### src/rtl/multicycle_controller_pkg.sv
// Shared constants for the multi-cycle MIPS main control unit:
// opcodes, 4-bit state encodings, ALU/mux select codes, control bundle.
package mips_ctrl_pkg;

  localparam logic [5:0] OP_RTYPE = 6'b000000;
  localparam logic [5:0] OP_LW    = 6'b100011;
  localparam logic [5:0] OP_SW    = 6'b101011;
  localparam logic [5:0] OP_BEQ   = 6'b000100;
  localparam logic [5:0] OP_BNE   = 6'b000101;
  localparam logic [5:0] OP_J     = 6'b000010;
  localparam logic [5:0] OP_ADDI  = 6'b001000;

  typedef enum logic [3:0] {
    S_FETCH     = 4'd0,
    S_DECODE    = 4'd1,
    S_MEM_ADDR  = 4'd2,
    S_MEM_RD    = 4'd3,
    S_MEM_WB    = 4'd4,
    S_MEM_WR    = 4'd5,
    S_EXECUTE   = 4'd6,
    S_ALU_WB    = 4'd7,
    S_BRANCH    = 4'd8,
    S_JUMP      = 4'd9,
    S_ADDI_EXEC = 4'd10,
    S_ADDI_WB   = 4'd11,
    S_ILLEGAL   = 4'd12
  } state_e;

  localparam logic [1:0] ALU_ADD   = 2'b00;
  localparam logic [1:0] ALU_SUB   = 2'b01;
  localparam logic [1:0] ALU_FUNCT = 2'b10;

  localparam logic [1:0] SRCB_B      = 2'b00;
  localparam logic [1:0] SRCB_FOUR   = 2'b01;
  localparam logic [1:0] SRCB_IMM    = 2'b10;
  localparam logic [1:0] SRCB_IMM_SH = 2'b11;

  localparam logic [1:0] PCSRC_ALU    = 2'b00;
  localparam logic [1:0] PCSRC_ALUOUT = 2'b01;
  localparam logic [1:0] PCSRC_JUMP   = 2'b10;

  typedef struct packed {
    logic       pc_write;
    logic       pc_write_cond;
    logic       branch_ne;
    logic       i_or_d;
    logic       mem_read;
    logic       mem_write;
    logic       ir_write;
    logic       mem_to_reg;
    logic       reg_dest;
    logic       reg_write;
    logic       alu_src_a;
    logic [1:0] alu_src_b;
    logic [1:0] pc_source;
    logic       illegal_op;
  } ctrl_t;

endpackage

### src/rtl/multicycle_controller_if.sv
// Controller <-> datapath bundle: opcode/mem_ready in, control strobes,
// fetch counter and state debug out. master = controller, slave = datapath.
interface multicycle_controller_if #(
  parameter int OPCODE_W = 6,
  parameter int ALU_OP_W = 2,
  parameter int COUNT_W  = 32
);
  logic [OPCODE_W-1:0] opcode;
  logic                mem_ready;
  logic                pc_write;
  logic                pc_write_cond;
  logic                branch_ne;
  logic                i_or_d;
  logic                mem_read;
  logic                mem_write;
  logic                ir_write;
  logic                mem_to_reg;
  logic                reg_dest;
  logic                reg_write;
  logic                alu_src_a;
  logic [1:0]          alu_src_b;
  logic [ALU_OP_W-1:0] alu_op;
  logic [1:0]          pc_source;
  logic                illegal_op;
  logic [COUNT_W-1:0]  fetch_count;
  logic [3:0]          state_dbg;

  modport master (
    input  opcode, mem_ready,
    output pc_write, pc_write_cond, branch_ne,
    output i_or_d, mem_read, mem_write, ir_write,
    output mem_to_reg, reg_dest, reg_write,
    output alu_src_a, alu_src_b, alu_op, pc_source,
    output illegal_op, fetch_count, state_dbg
  );

  modport slave (
    output opcode, mem_ready,
    input  pc_write, pc_write_cond, branch_ne,
    input  i_or_d, mem_read, mem_write, ir_write,
    input  mem_to_reg, reg_dest, reg_write,
    input  alu_src_a, alu_src_b, alu_op, pc_source,
    input  illegal_op, fetch_count, state_dbg
  );
endinterface

### src/rtl/mc_output_decode.sv
// Combinational state -> control decode (Moore, except FETCH load strobes).
// Ports: en (0 forces all controls low), state, opcode, mem_ready; ctrl, alu_op.
module mc_output_decode
  import mips_ctrl_pkg::*;
#(
  parameter int OPCODE_W = 6,
  parameter int ALU_OP_W = 2
) (
  input  logic                en,
  input  state_e              state,
  input  logic [OPCODE_W-1:0] opcode,
  input  logic                mem_ready,
  output ctrl_t               ctrl,
  output logic [ALU_OP_W-1:0] alu_op
);

  logic [1:0] aop;

  always_comb begin
    ctrl = '0;
    aop  = ALU_ADD;
    unique case (state)
      S_FETCH: begin
        ctrl.mem_read  = 1'b1;
        ctrl.alu_src_b = SRCB_FOUR;
        ctrl.ir_write  = mem_ready;
        ctrl.pc_write  = mem_ready;
        ctrl.pc_source = PCSRC_ALU;
      end
      S_DECODE: begin
        ctrl.alu_src_b = SRCB_IMM_SH;
      end
      S_MEM_ADDR, S_ADDI_EXEC: begin
        ctrl.alu_src_a = 1'b1;
        ctrl.alu_src_b = SRCB_IMM;
      end
      S_MEM_RD: begin
        ctrl.mem_read = 1'b1;
        ctrl.i_or_d   = 1'b1;
      end
      S_MEM_WB: begin
        ctrl.reg_write  = 1'b1;
        ctrl.mem_to_reg = 1'b1;
      end
      S_MEM_WR: begin
        ctrl.mem_write = 1'b1;
        ctrl.i_or_d    = 1'b1;
      end
      S_EXECUTE: begin
        ctrl.alu_src_a = 1'b1;
        ctrl.alu_src_b = SRCB_B;
        aop            = ALU_FUNCT;
      end
      S_ALU_WB: begin
        ctrl.reg_write = 1'b1;
        ctrl.reg_dest  = 1'b1;
      end
      S_ADDI_WB: begin
        ctrl.reg_write = 1'b1;
      end
      S_BRANCH: begin
        ctrl.alu_src_a     = 1'b1;
        ctrl.alu_src_b     = SRCB_B;
        aop                = ALU_SUB;
        ctrl.pc_write_cond = 1'b1;
        ctrl.pc_source     = PCSRC_ALUOUT;
        ctrl.branch_ne     = (opcode == OPCODE_W'(OP_BNE));
      end
      S_JUMP: begin
        ctrl.pc_write  = 1'b1;
        ctrl.pc_source = PCSRC_JUMP;
      end
      S_ILLEGAL: begin
        ctrl.illegal_op = 1'b1;
      end
      default: ;
    endcase
    // Reset must kill every strobe without waiting for a clock edge.
    if (!en) begin
      ctrl = '0;
      aop  = '0;
    end
    alu_op = ALU_OP_W'(aop);
  end

endmodule

### src/rtl/multicycle_controller.sv
// Multi-cycle MIPS main control FSM with memory stall and fetch counter.
// Ports: clk, reset (async, active-high), bus (master: opcode/mem_ready in, controls out).
module multicycle_controller
  import mips_ctrl_pkg::*;
#(
  parameter int OPCODE_W     = 6,
  parameter int ALU_OP_W     = 2,
  parameter int COUNT_W      = 32,
  parameter int SUPPORT_ADDI = 1,
  parameter int SUPPORT_BNE  = 1
) (
  input logic                    clk,
  input logic                    reset,
  multicycle_controller_if.master bus
);

  localparam logic [OPCODE_W-1:0] K_RTYPE = OPCODE_W'(OP_RTYPE);
  localparam logic [OPCODE_W-1:0] K_LW    = OPCODE_W'(OP_LW);
  localparam logic [OPCODE_W-1:0] K_SW    = OPCODE_W'(OP_SW);
  localparam logic [OPCODE_W-1:0] K_BEQ   = OPCODE_W'(OP_BEQ);
  localparam logic [OPCODE_W-1:0] K_BNE   = OPCODE_W'(OP_BNE);
  localparam logic [OPCODE_W-1:0] K_J     = OPCODE_W'(OP_J);
  localparam logic [OPCODE_W-1:0] K_ADDI  = OPCODE_W'(OP_ADDI);

  state_e               state_q, state_d;
  logic [COUNT_W-1:0]   fcnt_q, fcnt_d;
  logic [OPCODE_W-1:0]  op;
  ctrl_t                ctrl;
  logic [ALU_OP_W-1:0]  alu_op;

  assign op = bus.opcode;

  always_ff @(posedge clk or posedge reset) begin
    if (reset) begin
      state_q <= S_FETCH;
      fcnt_q  <= '0;
    end else begin
      state_q <= state_d;
      fcnt_q  <= fcnt_d;
    end
  end

  always_comb begin
    state_d = state_q;
    fcnt_d  = fcnt_q;
    unique case (state_q)
      S_FETCH: begin
        if (bus.mem_ready) begin
          state_d = S_DECODE;
          fcnt_d  = fcnt_q + 1'b1;
        end
      end
      S_DECODE: begin
        if (op == K_RTYPE)
          state_d = S_EXECUTE;
        else if (op == K_LW || op == K_SW)
          state_d = S_MEM_ADDR;
        else if (op == K_BEQ)
          state_d = S_BRANCH;
        else if (op == K_BNE && SUPPORT_BNE != 0)
          state_d = S_BRANCH;
        else if (op == K_J)
          state_d = S_JUMP;
        else if (op == K_ADDI && SUPPORT_ADDI != 0)
          state_d = S_ADDI_EXEC;
        else
          state_d = S_ILLEGAL;
      end
      // IR holds the opcode, so lw/sw is re-derived here.
      S_MEM_ADDR:
        state_d = (op == K_LW) ? S_MEM_RD : S_MEM_WR;
      S_MEM_RD:
        if (bus.mem_ready) state_d = S_MEM_WB;
      S_MEM_WR:
        if (bus.mem_ready) state_d = S_FETCH;
      S_EXECUTE:   state_d = S_ALU_WB;
      S_ADDI_EXEC: state_d = S_ADDI_WB;
      S_MEM_WB, S_ALU_WB, S_ADDI_WB,
      S_BRANCH, S_JUMP, S_ILLEGAL:
        state_d = S_FETCH;
      default:     state_d = S_FETCH;
    endcase
  end

  mc_output_decode #(
    .OPCODE_W (OPCODE_W),
    .ALU_OP_W (ALU_OP_W)
  ) u_dec (
    .en        (!reset),
    .state     (state_q),
    .opcode    (op),
    .mem_ready (bus.mem_ready),
    .ctrl      (ctrl),
    .alu_op    (alu_op)
  );

  assign bus.pc_write      = ctrl.pc_write;
  assign bus.pc_write_cond = ctrl.pc_write_cond;
  assign bus.branch_ne     = ctrl.branch_ne;
  assign bus.i_or_d        = ctrl.i_or_d;
  assign bus.mem_read      = ctrl.mem_read;
  assign bus.mem_write     = ctrl.mem_write;
  assign bus.ir_write      = ctrl.ir_write;
  assign bus.mem_to_reg    = ctrl.mem_to_reg;
  assign bus.reg_dest      = ctrl.reg_dest;
  assign bus.reg_write     = ctrl.reg_write;
  assign bus.alu_src_a     = ctrl.alu_src_a;
  assign bus.alu_src_b     = ctrl.alu_src_b;
  assign bus.alu_op        = alu_op;
  assign bus.pc_source     = ctrl.pc_source;
  assign bus.illegal_op    = ctrl.illegal_op;
  assign bus.fetch_count   = fcnt_q;
  assign bus.state_dbg     = state_q;

endmodule

### src/flat_wrapper.sv
// flat-port wrapper written by rule: the top's interface ports become plain ports
module multicycle_controller_flat import mips_ctrl_pkg::*;
#(
  parameter int OPCODE_W     = 6,
  parameter int ALU_OP_W     = 2,
  parameter int COUNT_W      = 32,
  parameter int SUPPORT_ADDI = 1,
  parameter int SUPPORT_BNE  = 1
)
  (clk, reset, bus_opcode, bus_mem_ready, bus_pc_write, bus_pc_write_cond, bus_branch_ne, bus_i_or_d, bus_mem_read, bus_mem_write, bus_ir_write, bus_mem_to_reg, bus_reg_dest, bus_reg_write, bus_alu_src_a, bus_alu_src_b, bus_alu_op, bus_pc_source, bus_illegal_op, bus_fetch_count, bus_state_dbg);
  multicycle_controller_if #(.OPCODE_W(OPCODE_W), .ALU_OP_W(ALU_OP_W), .COUNT_W(COUNT_W)) bus_i ();
  input logic clk;
  input logic reset;
  input wire logic [$bits(bus_i.opcode)-1:0] bus_opcode;
  input wire logic [$bits(bus_i.mem_ready)-1:0] bus_mem_ready;
  output wire logic [$bits(bus_i.pc_write)-1:0] bus_pc_write;
  output wire logic [$bits(bus_i.pc_write_cond)-1:0] bus_pc_write_cond;
  output wire logic [$bits(bus_i.branch_ne)-1:0] bus_branch_ne;
  output wire logic [$bits(bus_i.i_or_d)-1:0] bus_i_or_d;
  output wire logic [$bits(bus_i.mem_read)-1:0] bus_mem_read;
  output wire logic [$bits(bus_i.mem_write)-1:0] bus_mem_write;
  output wire logic [$bits(bus_i.ir_write)-1:0] bus_ir_write;
  output wire logic [$bits(bus_i.mem_to_reg)-1:0] bus_mem_to_reg;
  output wire logic [$bits(bus_i.reg_dest)-1:0] bus_reg_dest;
  output wire logic [$bits(bus_i.reg_write)-1:0] bus_reg_write;
  output wire logic [$bits(bus_i.alu_src_a)-1:0] bus_alu_src_a;
  output wire logic [$bits(bus_i.alu_src_b)-1:0] bus_alu_src_b;
  output wire logic [$bits(bus_i.alu_op)-1:0] bus_alu_op;
  output wire logic [$bits(bus_i.pc_source)-1:0] bus_pc_source;
  output wire logic [$bits(bus_i.illegal_op)-1:0] bus_illegal_op;
  output wire logic [$bits(bus_i.fetch_count)-1:0] bus_fetch_count;
  output wire logic [$bits(bus_i.state_dbg)-1:0] bus_state_dbg;
  assign bus_i.opcode = bus_opcode;
  assign bus_i.mem_ready = bus_mem_ready;
  assign bus_pc_write = bus_i.pc_write;
  assign bus_pc_write_cond = bus_i.pc_write_cond;
  assign bus_branch_ne = bus_i.branch_ne;
  assign bus_i_or_d = bus_i.i_or_d;
  assign bus_mem_read = bus_i.mem_read;
  assign bus_mem_write = bus_i.mem_write;
  assign bus_ir_write = bus_i.ir_write;
  assign bus_mem_to_reg = bus_i.mem_to_reg;
  assign bus_reg_dest = bus_i.reg_dest;
  assign bus_reg_write = bus_i.reg_write;
  assign bus_alu_src_a = bus_i.alu_src_a;
  assign bus_alu_src_b = bus_i.alu_src_b;
  assign bus_alu_op = bus_i.alu_op;
  assign bus_pc_source = bus_i.pc_source;
  assign bus_illegal_op = bus_i.illegal_op;
  assign bus_fetch_count = bus_i.fetch_count;
  assign bus_state_dbg = bus_i.state_dbg;
  multicycle_controller #(.OPCODE_W(OPCODE_W), .ALU_OP_W(ALU_OP_W), .COUNT_W(COUNT_W), .SUPPORT_ADDI(SUPPORT_ADDI), .SUPPORT_BNE(SUPPORT_BNE)) u_core (.clk(clk), .reset(reset), .bus(bus_i));
endmodule
### config.mk
export PLATFORM = sky130hd
export DESIGN_NAME = multicycle_controller_flat
export DESIGN_NICKNAME = d
export VERILOG_FILES = /design/src/rtl/multicycle_controller_pkg.sv /design/src/rtl/multicycle_controller_if.sv /design/src/rtl/mc_output_decode.sv /design/src/rtl/multicycle_controller.sv /design/src/flat_wrapper.sv
export SDC_FILE = /design/constraint.sdc
export NUM_CORES = 1
export LEC_CHECK = 0
export ABC_AREA = 1
export CAP_MARGIN = 40
export CORE_UTILIZATION = 30
export DETAILED_ROUTE_END_ITERATION = 10
export PLACE_DENSITY_LB_ADDON = 0.2
export RECOVER_POWER = 50
export SKIP_LAST_GASP = 1
export SYNTH_ARGS = -nofsm -noshare
export SYNTH_HDL_FRONTEND = slang
export SYNTH_SLANG_ARGS = --single-unit
### constraint.sdc
create_clock -name clk -period 2.2 [get_ports clk]
set_clock_uncertainty 0.1 [all_clocks]
set_input_delay 0.33 -clock clk [delete_from_list [all_inputs] [get_ports clk]]
set_output_delay 0.33 -clock clk [all_outputs]
set_load 0.01 [all_outputs]
==> impl_metrics.tcl, run 1 <==
set metrics [dict create \
    status "complete, no violations" \
    min_path_type "flip-flop to flip-flop" \
    hold_depth 2 \
    cts.sinks 36 \
    finalHoldViolCount 0 \
    dp_slack_ns -0.150 \
    grt_pass1_vias 2432 \
    cp_max_fo 7 \
    cp_data_arrival_time_ns 1.74 \
    ys_types 28 \
    worstMarginPinSlew_ns 0.929 \
    power_leakage_nw 1.56 \
    fin_setup_tns_ns 0 \
    fin_crit_sh 0.986 \
    worstRegToRegCells 9 \
    die_area_mm2 0.00840 \
    grt_setup_unrepaired "true" \
    drc 0 \
    dp_hpwl_um 4980 \
    die_h_um 91.7 \
    area_growth_pct 38.6 \
    postPlaceCellArea_mm2 0.00328 \
    setup_viol 0 \
    layout_common_cells "nand2_1, nor2_1, clkdlybuf4s50_1" \
    layout_min_cycle_time_ns 2.17 \
    setup.worst_path.start_class "flip-flop" \
    slew_violations 0 \
    clk_path_buf_depth 2 \
    cts_buffers 5 \
    clock.fmax_ghz 0.461 \
    core_area_mm2 0.00777 \
    yosys_warnings 0 \
    routed_wl_um 6280 \
    synthCells 357 \
    antenna_found_initial 0 \
    grt_overflow 0 \
    start_util 0.310 \
    wire_per_inst_um 11.5 \
    synth_area_mm2 0.00241 \
    clk_pin_slew_ns 0.08 \
    num_antenna_cells 0 \
    ir_drop_mv 0.341 \
    vias 2459 \
    synth_area_leaders "dfrtp_1, nand2_1, nor2_1, inv_1, xor2_1" \
    row_count 32 \
    track_usage 0.163 \
    end_kind "output pin" \
    synth_top_area_share 0.374 \
    finish.utilization 0.430 \
    gp_congestion 0.897 \
    synth.avg_cell_area_um2 6.75 \
    htreeDepth 2 \
    synth_seq_cells 36 \
    insertion_delay_ns 0.29 \
    synth_fp_nets 367 \
    yosys.area.top_type "dfrtp_1" \
    clock-root-buffer "clkbuf_8" \
    finalNetCount 451 \
    cts_hold_buffers 0 \
    power.density_mw_per_mm2 661 \
    drt_pass1_iterations 4 \
    postRouteAntennaNets 0 \
    crit_type "flip-flop to output pin" \
    yosysSeqAreaShare 0.374 \
    maxCapViolCount 0 \
    mostFrequentLayoutCell "nand2_1" \
    drive_gt1_frac 0.113 \
    grt_max_degree 37 \
    numPortBuffers 62 \
    grt_pass1_wl_um 11000 \
    slew_headroom 0.381 \
    cts_tree "built" \
    finish.instance_area_mm2 0.00334 \
    critPathRequiredTime_ns 1.77 \
    setup_ws_ns 0.0305 \
    die_w_um 91.7 \
    viasPerCell 4.52 \
    drt_iter0_drc 90 \
    io_pins 63 \
    worst_hold_slack_ns 0.414 \
]
state kept, by name, summed over array words and instances, names as in the netlist:
signal                  cells
u_core.bus.state_dbg        4
u_core.bus.fetch_count     32
per-stage QoR:
step,power (mW),cells
5_1_grt,2.36,544
3_3_place_gp,1.77,535
2_1_floorplan,1.32,357
6_report,2.21,544
4_1_cts,2.27,544
3_5_place_dp,1.78,535
layer usage:
metal | up-vias | GRT usage | part of all wire
met4 | 0 | 0.0489 | 0.015
met5 | - | 0 | 0
li1 | 1281 | - | -
met1 | 1105 | 0.196 | 0.46
met2 | 65 | 0.293 | 0.47
met3 | 8 | 0.0323 | 0.050
power breakdown:
group | switching (mW) | internal (mW)
Sequential | 0.117 | 0.742
Clock | 0.241 | 0.250
Combinational | 0.479 | 0.381
synth_stat cells (all sizes together):
master / instances
o211ai: 2
xor2: 13
clkbuf: 1
buf: 3
nand3b: 6
a21oi: 5
nand2: 132
xnor2: 8
nor3: 9
nand4: 3
nor2: 67
dfrtp: 36
ha: 1
o21ai: 7
nor4: 2
inv: 39
nand3: 23
final cells by class:
| cell class | instances | area [µm²] |
|---|---|---|
| clock inverters | 2 | 10.0 |
| multi-input cells | 278 | 1330 |
| fillers | 825 | 4430 |
| well taps | 102 | 128 |
| inverters | 39 | 153 |
| clock buffers | 6 | 82.6 |
| flip-flops and latches | 36 | 905 |
| repair buffers | 81 | 733 |
worst paths after layout:
check | end | slack, ns | start
setup / recovery | bus_alu_op[1] | 0.03 | u_core.bus.state_dbg[0]
hold / removal | u_core.bus.fetch_count[30] | 0.41 | u_core.bus.fetch_count[30]
setup reg to reg | u_core.bus.fetch_count[25] | 0.04 | u_core.bus.state_dbg[0]
hold reg to reg | u_core.bus.fetch_count[30] | 0.41 | u_core.bus.fetch_count[30]
max in group asynchronous | u_core.bus.state_dbg[3] | 0.84 | reset
min in group asynchronous | u_core.bus.state_dbg[2] | 0.51 | reset
worst max-delay path, cell delays in order, from the launching register on:
cell,delay (ns)
dfrtp_2,0.49
nor2_4,0.19
nand3_1,0.11
nor2_1,0.11
clkdlybuf4s50_1,0.55
cells by family (layout without fill, tap and decap cells):
kind of cell,count (synthesis),count (layout),share of synthesized area
AOI/OAI and AO/OA,14,14,0.0311
xor gates and xnor gates,21,21,0.0763
adders and majority gates,1,1,0.00519
buffers and inverters,43,128,0.0706
DFF,36,36,0.374
and+or+nand+nor,242,242,0.443
timing repair:
item,CTS,global route
gates resized for setup,20,6
pin swaps,0,0
setup endpoints to repair,17,4
buffers inserted,1,0
Note: power is estimated with default switching activity, not from simulation.
==> run 2, diff against run 1 <==
ABC_AREA = not set   (was 1)
==> impl_metrics.tcl, run 2 <==
set metrics [dict create \
    status "complete, no violations" \
    crit_end "bus_branch_ne" \
    worstRegToRegCells 7 \
    synth_area_mm2 0.00199 \
    num_antenna_cells 0 \
    slew_headroom 0.407 \
    maxCapViolCount 0 \
    htreeDepth 2 \
    setup.worst_path.start_class "primary input" \
    die_area_mm2 0.00695 \
    r2r_slack_ns 0.11 \
    power_leakage_nw 1.37 \
    setup_ws_ns 0.0202 \
    core_area_mm2 0.00639 \
    worst_hold_slack_ns 0.375 \
    die_h_um 83.4 \
    synth_common_cells "dfrtp_1, nor2_1, xnor2_1" \
    synthCells 211 \
    r2r_end "u_core.bus.fetch_count[29]" \
    worstMarginPinSlew_ns 0.889 \
    clkPwrFrac 0.237 \
    drc 0 \
    clock.fmax_ghz 0.459 \
    p_int_mw 1.63 \
    dp_hpwl_um 3490 \
    wire_per_inst_um 12.8 \
    antenna_found_initial 0 \
    r2r-start "u_core.bus.state_dbg[1]" \
    numPortBuffers 62 \
    grt_pass1_vias 1704 \
    viasPerCell 4.78 \
    insertion_delay_ns 0.29 \
    gp_congestion 0.777 \
    yosys.area.top_type "dfrtp_1" \
    switchingPower_mw 0.823 \
    worstPathCellList "clkdlybuf4s50_1 > or4b_4 > nor4bb_2 > buf_2" \
    dp_slack_ns -0.529 \
    synth_edf_count 0 \
    postRouteAntennaNets 0 \
    finalHoldViolCount 0 \
    critPathRequiredTime_ns 1.77 \
    min_path_type "flip-flop to flip-flop" \
    cp_max_fo 2 \
    ys.flop_type "dfrtp_1" \
    layout_min_cycle_time_ns 2.18 \
    finalNetCount 309 \
    setup_viol 0 \
    vias 1803 \
    async_reset_ff_frac 1.00 \
    crit_type "primary input to output pin" \
    synth_area_leaders "dfrtp_1, xnor2_1, nor2_1, nand2_1, xor2_1" \
    largest_register_ffs 32 \
    combPwrFrac 0.425 \
    drt_pass1_iterations 4 \
    drive_gt1_frac 0.177 \
    yosysSeqAreaShare 0.453 \
    io_pins 63 \
    yosys_warnings 0 \
    grt_overflow 0 \
    ys_types 41 \
    seqPwrFrac 0.338 \
    power.density_mw_per_mm2 817 \
    track_usage 0.146 \
    cts.sinks 36 \
    switching_share 0.336 \
    synth_top_area_share 0.453 \
    row_count 29 \
    synth_seq_cells 36 \
    routed_wl_um 4810 \
    layout_common_cells "clkdlybuf4s50_1, dfrtp_1, buf_4" \
    critPathLaunch "bus_opcode[1]" \
    synth.avg_cell_area_um2 9.42 \
    mostFrequentLayoutCell "clkdlybuf4s50_1" \
    cts_tree "built" \
    synth_fp_nets 221 \
    fin_crit_sh 0.991 \
    ir_drop_mv 0.629 \
    grt_max_degree 37 \
    die_w_um 83.4 \
    drt_iter0_drc 52 \
    grt_pass1_wl_um 8140 \
    area_growth_pct 51.1 \
    hold_depth 1 \
    cts_buffers 5 \
    cp_data_arrival_time_ns 1.75 \
    clock-root-buffer "clkbuf_8" \
    max_stage_delay_ns 0.55 \
    start_util 0.311 \
    slew_violations 0 \
    crit_slowest_cell "or4b_4" \
    cts_hold_buffers 0 \
    synth_most_common_cell "dfrtp_1" \
    clk_pin_slew_ns 0.07 \
    clk_path_buf_depth 2 \
    grt_setup_unrepaired "true" \
    end_kind "output pin" \
]
## run 2: cell count changes in the layout (fill, tap and decap cells not counted), moves of 8 or more
cell,delta
nand2_1,-110
inv_1,-32
nor2_1,-31
xnor2_1,+18
buf_4,+12
nand3_1,-10
and3_1,+8
## run 2: power groups by stage
stage / combinational (mW) / clock [mW] / sequential (mW)
global route: 1.13 / 0.637 / 0.845
detailed placement: 0.990 / 0 / 0.835
floorplan: 0.476 / 0 / 0.861
global placement: 0.992 / 0 / 0.839
finish: 1.04 / 0.582 / 0.828
CTS: 1.03 / 0.606 / 0.827
## run 2: how the worst min path moves through the flow
stage | to | slack, ns | start
finish | u_core.bus.fetch_count[31] | 0.38 | u_core.bus.fetch_count[31]
global route | u_core.bus.fetch_count[31] | 0.39 | u_core.bus.fetch_count[31]
CTS | u_core.bus.fetch_count[31] | 0.38 | u_core.bus.fetch_count[31]
detailed placement | u_core.bus.fetch_count[31] | 0.36 | u_core.bus.fetch_count[31]
global placement | u_core.bus.fetch_count[31] | 0.36 | u_core.bus.fetch_count[31]
floorplan | u_core.bus.state_dbg[2] | 0.40 | bus_opcode[4]
## run 2: timing repair
action                     CTS  global route
setup endpoints to repair   15             8
buffers inserted             4             1
resized for setup           20            11
pin swaps                    1             2
## run 2: cell type report
type                       count  area (µm²)
clock inverter                 3        42.5
multi-input combinational    163        1070
sequential                    36         901
inverter                       2        7.51
tap                           77        96.3
clock buffer                   5        68.8
timing repair buffer          91         816
fill                         638        3380
## run 2: logic make-up after synthesis
| logic type | count (synthesis) | synth area share |
|---|---|---|
| compound gates | 18 | 0.0579 |
| xor+xnor | 33 | 0.145 |
| flops | 36 | 0.453 |
| simple gates | 108 | 0.296 |
| fa+ha+maj | 1 | 0.00630 |
| buf+inv | 12 | 0.0252 |
| mux | 3 | 0.0157 |
## run 2: metal layers
metal  track usage  wire length (µm)  up-vias
met5             0                 0        -
met4        0.0376                55        0
met3        0.0398               204        4
met2         0.232              2220       42
met1         0.197              2330      854
li1              -                 -      903
## run 2: per-stage QoR
stage	power (mW)	setup TNS (ns)	utilization	instances	cell area, µm²
floorplan	1.34	0	-	211	1990
global placement	1.83	-1.11	0.445	364	2840
detailed placement	1.83	-1.18	0.445	364	2840
CTS	2.47	-0.235	0.467	376	2980
global route	2.61	-0.0542	0.470	377	3000
finish	2.45	0	0.470	377	3000
## run 2: critical path: cells and delay by family
family / cells / cell delay (ns)
simple gates: 2 / 0.83
buf+inv: 2 / 0.59
==> run 3, diff against run 2 <==
CORE_ASPECT_RATIO = 1.4   (was not set)
CORE_MARGIN = 2   (was not set)
CORE_UTILIZATION = 40   (was 30)
==> impl_metrics.tcl, run 3 (same netlist as run 2, synthesis figures left out) <==
set metrics [dict create \
    status "complete, no violations" \
    largest_register_ffs 32 \
    num_antenna_cells 0 \
    grt_overflow 0 \
    die_w_um 63.6 \
    min_path_type "flip-flop to flip-flop" \
    cts_buffers 5 \
    area_growth_pct 49.2 \
    slew_headroom 0.405 \
    finalNetCount 309 \
    antenna_found_initial 0 \
    vias 1839 \
    ir_drop_mv 0.437 \
    cts.sinks 36 \
    viasPerCell 5.07 \
    clock.fmax_ghz 0.458 \
    worstRegToRegCells 6 \
    postPlaceCellArea_mm2 0.00284 \
    cts_tree "built" \
    numPortBuffers 62 \
    drive_gt1_frac 0.174 \
    row_count 30 \
    fin_crit_sh 0.993 \
    r2r_slack_ns 0.16 \
    insertion_delay_ns 0.28 \
    die_area_mm2 0.00555 \
    die_h_um 87.4 \
    crit_slowest_cell "or4b_4" \
    drt_iter0_drc 94 \
    grt_max_degree 37 \
    critPathRequiredTime_ns 1.77 \
    slew_violations 0 \
    power_leakage_nw 1.47 \
    finish.instance_area_mm2 0.00297 \
    worstPathCellList "clkdlybuf4s50_1 > or4b_4 > nor4bb_1 > buf_2" \
    setup_viol 0 \
    wl_met2_um 2630 \
    crit_type "primary input to output pin" \
    cp_data_arrival_time_ns 1.75 \
    core_area_mm2 0.00480 \
    clk_pin_slew_ns 0.07 \
    maxCapViolCount 0 \
    layout_common_cells "dfrtp_1, xnor2_1, nor2_1, buf_4, clkdlybuf4s50_1" \
    wl_met3_um 188 \
    grt_pass1_wl_um 7700 \
    worstMarginPinSlew_ns 0.892 \
    io_pins 63 \
    grt_pass1_vias 1716 \
    cts_hold_buffers 0 \
    end_kind "output pin" \
    track_usage 0.178 \
    start_util 0.414 \
    power.density_mw_per_mm2 768 \
    worst_hold_slack_ns 0.364 \
    hold_depth 1 \
    cp_max_fo 2 \
    max_stage_delay_ns 0.56 \
    wl_met1_um 1920 \
    fin_setup_tns_ns 0 \
    mostFrequentLayoutCell "dfrtp_1" \
    postRouteAntennaNets 0 \
    finish.utilization 0.617 \
    drc 0 \
    clock-root-buffer "clkbuf_8" \
    dp_hpwl_um 3620 \
    layout_min_cycle_time_ns 2.18 \
    htreeDepth 2 \
    highest_layer "met4" \
    gp_congestion 0.870 \
    clk_path_buf_depth 2 \
    drt_pass1_iterations 4 \
    routed_wl_um 4850 \
    setup.worst_path.start_class "primary input" \
    wire_per_inst_um 13.3 \
    finalHoldViolCount 0 \
]
run 3: cell count changes in the layout (fill, tap and decap cells not counted), sizes merged, moves of 2 or more:
cell           delta
dlygate4sd2       -2
dlymetal6s2s      +4
clkdlybuf4s50    -23
dlygate4sd3      +20
run 3: cell type report:
type,instances,area (µm²)
fillers,467,1840
clock inverters,1,5.00
flip-flops and latches,36,905
well taps,64,80.1
clock buffers,6,72.6
repair buffers,91,828
inverters,2,7.51
multi-input cells,163,1070
run 3: worst max-delay path, delay by kind of cell:
kind / cells / cell delay (ns)
buf+inv: 2 / 0.60
simple gates: 2 / 0.83
run 3: through the flow:
| step | cells | total power, mW | setup WS [ns] |
|---|---|---|---|
| 2_1_floorplan | 211 | 1.34 | 0.116 |
| 3_3_place_gp | 353 | 1.84 | -0.510 |
| 3_5_place_dp | 353 | 1.84 | -0.521 |
| 4_1_cts | 361 | 2.28 | -0.237 |
| 5_1_grt | 363 | 2.43 | -0.0256 |
| 6_report | 363 | 2.28 | 0.0162 |
run 3: repair_timing:
item	in CTS	in global routing
gates resized for setup	20	19
pin swaps	2	3
setup buffers	1	2
setup endpoints to repair	18	9
run 3: path summary, 6_finish.rpt:
path | from | endpoint
worst max-delay path | bus_opcode[1] | bus_branch_ne
worst max register to register | u_core.bus.state_dbg[3] | u_core.bus.fetch_count[29]
min in group asynchronous | reset | u_core.bus.fetch_count[5]
max in group asynchronous | reset | u_core.bus.state_dbg[2]
worst min-delay path | u_core.bus.fetch_count[31] | u_core.bus.fetch_count[31]
worst min register to register | u_core.bus.fetch_count[31] | u_core.bus.fetch_count[31]
run 3: power by group:
part / total (mW) / switching, mW / leakage (nW) / internal [mW]
registers: 0.846 / 0.106 / 0.481 / 0.739
logic: 1.01 / 0.467 / 0.948 / 0.541
clock network: 0.424 / 0.209 / 0.0410 / 0.215
run 3: metal layers:
| layer | global-route usage | vias up |
|---|---|---|
| met5 | 0 | - |
| met4 | 0.0830 | 0 |
| met3 | 0.0375 | 10 |
| met2 | 0.321 | 56 |
| met1 | 0.200 | 865 |
| li1 | - | 908 |
==> RTL change: new RTL, config.mk and constraints of run 1 <==
Reset style: synchronous (`reset`), changed in one clocked block. Comments in the files are not updated.
--- a/src/rtl/multicycle_controller.sv
+++ b/src/rtl/multicycle_controller.sv
@@ -30,7 +30,7 @@
 
   assign op = bus.opcode;
 
-  always_ff @(posedge clk or posedge reset) begin
+  always_ff @(posedge clk) begin
     if (reset) begin
       state_q <= S_FETCH;
       fcnt_q  <= '0;
Function: differs if reset is asserted again (counterexample within 4 cycles, from zero or initial values and one cycle with reset high); with reset held inactive, the same outputs for 10 cycles.
==> RTL change against run 1 <==
Synthesized cell count increased by 20%; sequential cell count unchanged; hold slack got worse by 0.012 ns; largest power group is now registers; count of clock-buffer cells in the layout unchanged; worst setup slack got worse by 0.0069 ns; register-to-register slack improved by 0.18 ns; combinational power decreased by 36%; cell count increased by 11%; largest cell class unchanged; critical path depth increased by 2; synthesized area increased by 3.9%; power decreased by 19%; design area increased by 0.82%; wire length increased by 16%; critical path type unchanged.
==> RTL change: results (changes against run 1) <==
[cts]
cts_tree=done
cts-buffers-inserted=5  ; unchanged
post_cts_resized=13  ; -35%
htree_levels=2  ; unchanged
root_buffer=clkbuf_8
clock_latency_ns=0.30
clk_path_buf_depth=2  ; unchanged
clkTransAtPathRegs_ns=0.07
post_cts_buffers=1  ; unchanged

[critical_path]
reg2reg_slack_ns=0.22  ; +0.18 ns
cp-startpoint=u_core.bus.state_dbg[3]$_SDFFE_PP0P_
crit_fanout=5  ; -2
cpMaxStageDelayCell=clkdlybuf4s50_1
crit_family=buffers and inverters
arrival_ns=1.75
worst_path_largest_cell_delay_ns=0.55  ; about the same

[placed_design]
io_buffers=62  ; unchanged
place_hpwl_um=5600  ; +12%
gp_congestion=0.855  ; -4.7%
dp.cells=595  ; +11%
dp_slack_ns=-0.0580  ; +0.0917 ns

[synthesis]
synth_cell_types=33  ; +18%
async_flop_share_pct=0  ; -100 points
synth_cells=429  ; +20%
syn_nets=439  ; +20%
synthTopCellsByCount=nand2_1, nor2_1, inv_1
yosys_warnings=0  ; unchanged
ys.flop_type=dfxtp_1
ys_seq_area_share_pct=28.8  ; -8.6 points
synth_area_leaders=dfxtp_1, nand2_1, nor2_1

[global_route]
use_met3_pct=3.98  ; +0.75 points
grt_use_met2_pct=31.2  ; +1.9 points
grt_max_degree=23  ; -38%
grt_pass1_wl_um=12400  ; +13%
grt.total_usage_pct=18.0  ; +1.7 points
met1_usage_pct=21.7  ; +2.1 points
antenna_found_initial=0  ; unchanged

[route]
drtIter0Drc=97  ; +7.8%
wl_per_cell_um=12.1  ; +4.9%
top_layer=met4
routed-wl-met3_um=415  ; +32%
met1_length_um=3360  ; +16%
drt_wl_total_um=7310  ; +16%
drt-pass1-iter-count=7  ; +3
num_vias=2842  ; +16%
wl_met2_um=3400  ; +15%

[finish]
num-nets-final=511  ; +13%
largest_reg_flops=32  ; unchanged
drive_gt1_share_pct=7.57  ; -3.7 points
diodes=0  ; unchanged
fillers=826  ; +0.12%

[outcome]
status=finished clean

[min_path]
hold_path_class=flop to flop
hp-start=u_core.bus.fetch_count[7]$_SDFFE_PP0P_

[pwr]
peakVddDrop_v=0.000280  ; -18%
p_leak_uw=0.00151  ; -3.2%

[sta]
fin_crit_sh_pct=98.9  ; +0.31 points
relSlewSlack_pct=63.0  ; +25 points

RTL change: final timing paths:
check	to	depth (start not counted)
worst max-delay path	bus_alu_src_b[1]	6
worst min-delay path	u_core.bus.fetch_count[7]$_SDFFE_PP0P_	2
worst max register to register	u_core.bus.fetch_count[13]$_SDFFE_PP0P_	10
worst min register to register	u_core.bus.fetch_count[7]$_SDFFE_PP0P_	2
RTL change: layout make-up:
| class | count | share of cell area [%] |
|---|---|---|
| clock buffer | 6 | 2.45 |
| clock inverter | 2 | 0.297 |
| inverter | 46 | 5.13 |
| multi-input combinational | 338 | 45.1 |
| sequential | 36 | 21.8 |
| tap | 102 | 3.79 |
| timing repair buffer | 74 | 21.4 |
RTL change: through the flow:
| step | utilization, % | total power [uW] | hold WS [ns] | instance area [um^2] | setup TNS (ns) |
|---|---|---|---|---|---|
| finish | 42.7 | 1790 | 0.402 | 3370 | 0 |
| global route | 42.7 | 1900 | 0.442 | 3370 | -0.163 |
| CTS | 43.2 | 1880 | 0.410 | 3410 | -0.0643 |
| detailed placement | 41.7 | 1340 | 0.398 | 3290 | -0.0832 |
| global placement | 41.7 | 1340 | 0.388 | 3290 | -0.0892 |
| floorplan | - | 1100 | 0.406 | 2510 | 0 |
RTL change: cells by family (layout without fill, tap and decap cells):
kind of cell | after synthesis | in the layout | synth area share [%]
AOI/OAI and AO/OA | 42 | 42 | 8.84
xor gates and xnor gates | 5 | 5 | 1.75
adders and majority gates | 1 | 1 | 0.499
buffers and inverters | 55 | 128 | 8.84
DFF | 36 | 36 | 28.8
and+or+nand+nor | 290 | 290 | 51.3
RTL change: where the power goes:
group          leakage [uW]  total (uW)  switching, uW  internal (uW)
Combinational       0.00117         548            321            227
Clock             0.0000510         502            251            250
Sequential         0.000293         741           55.7            685
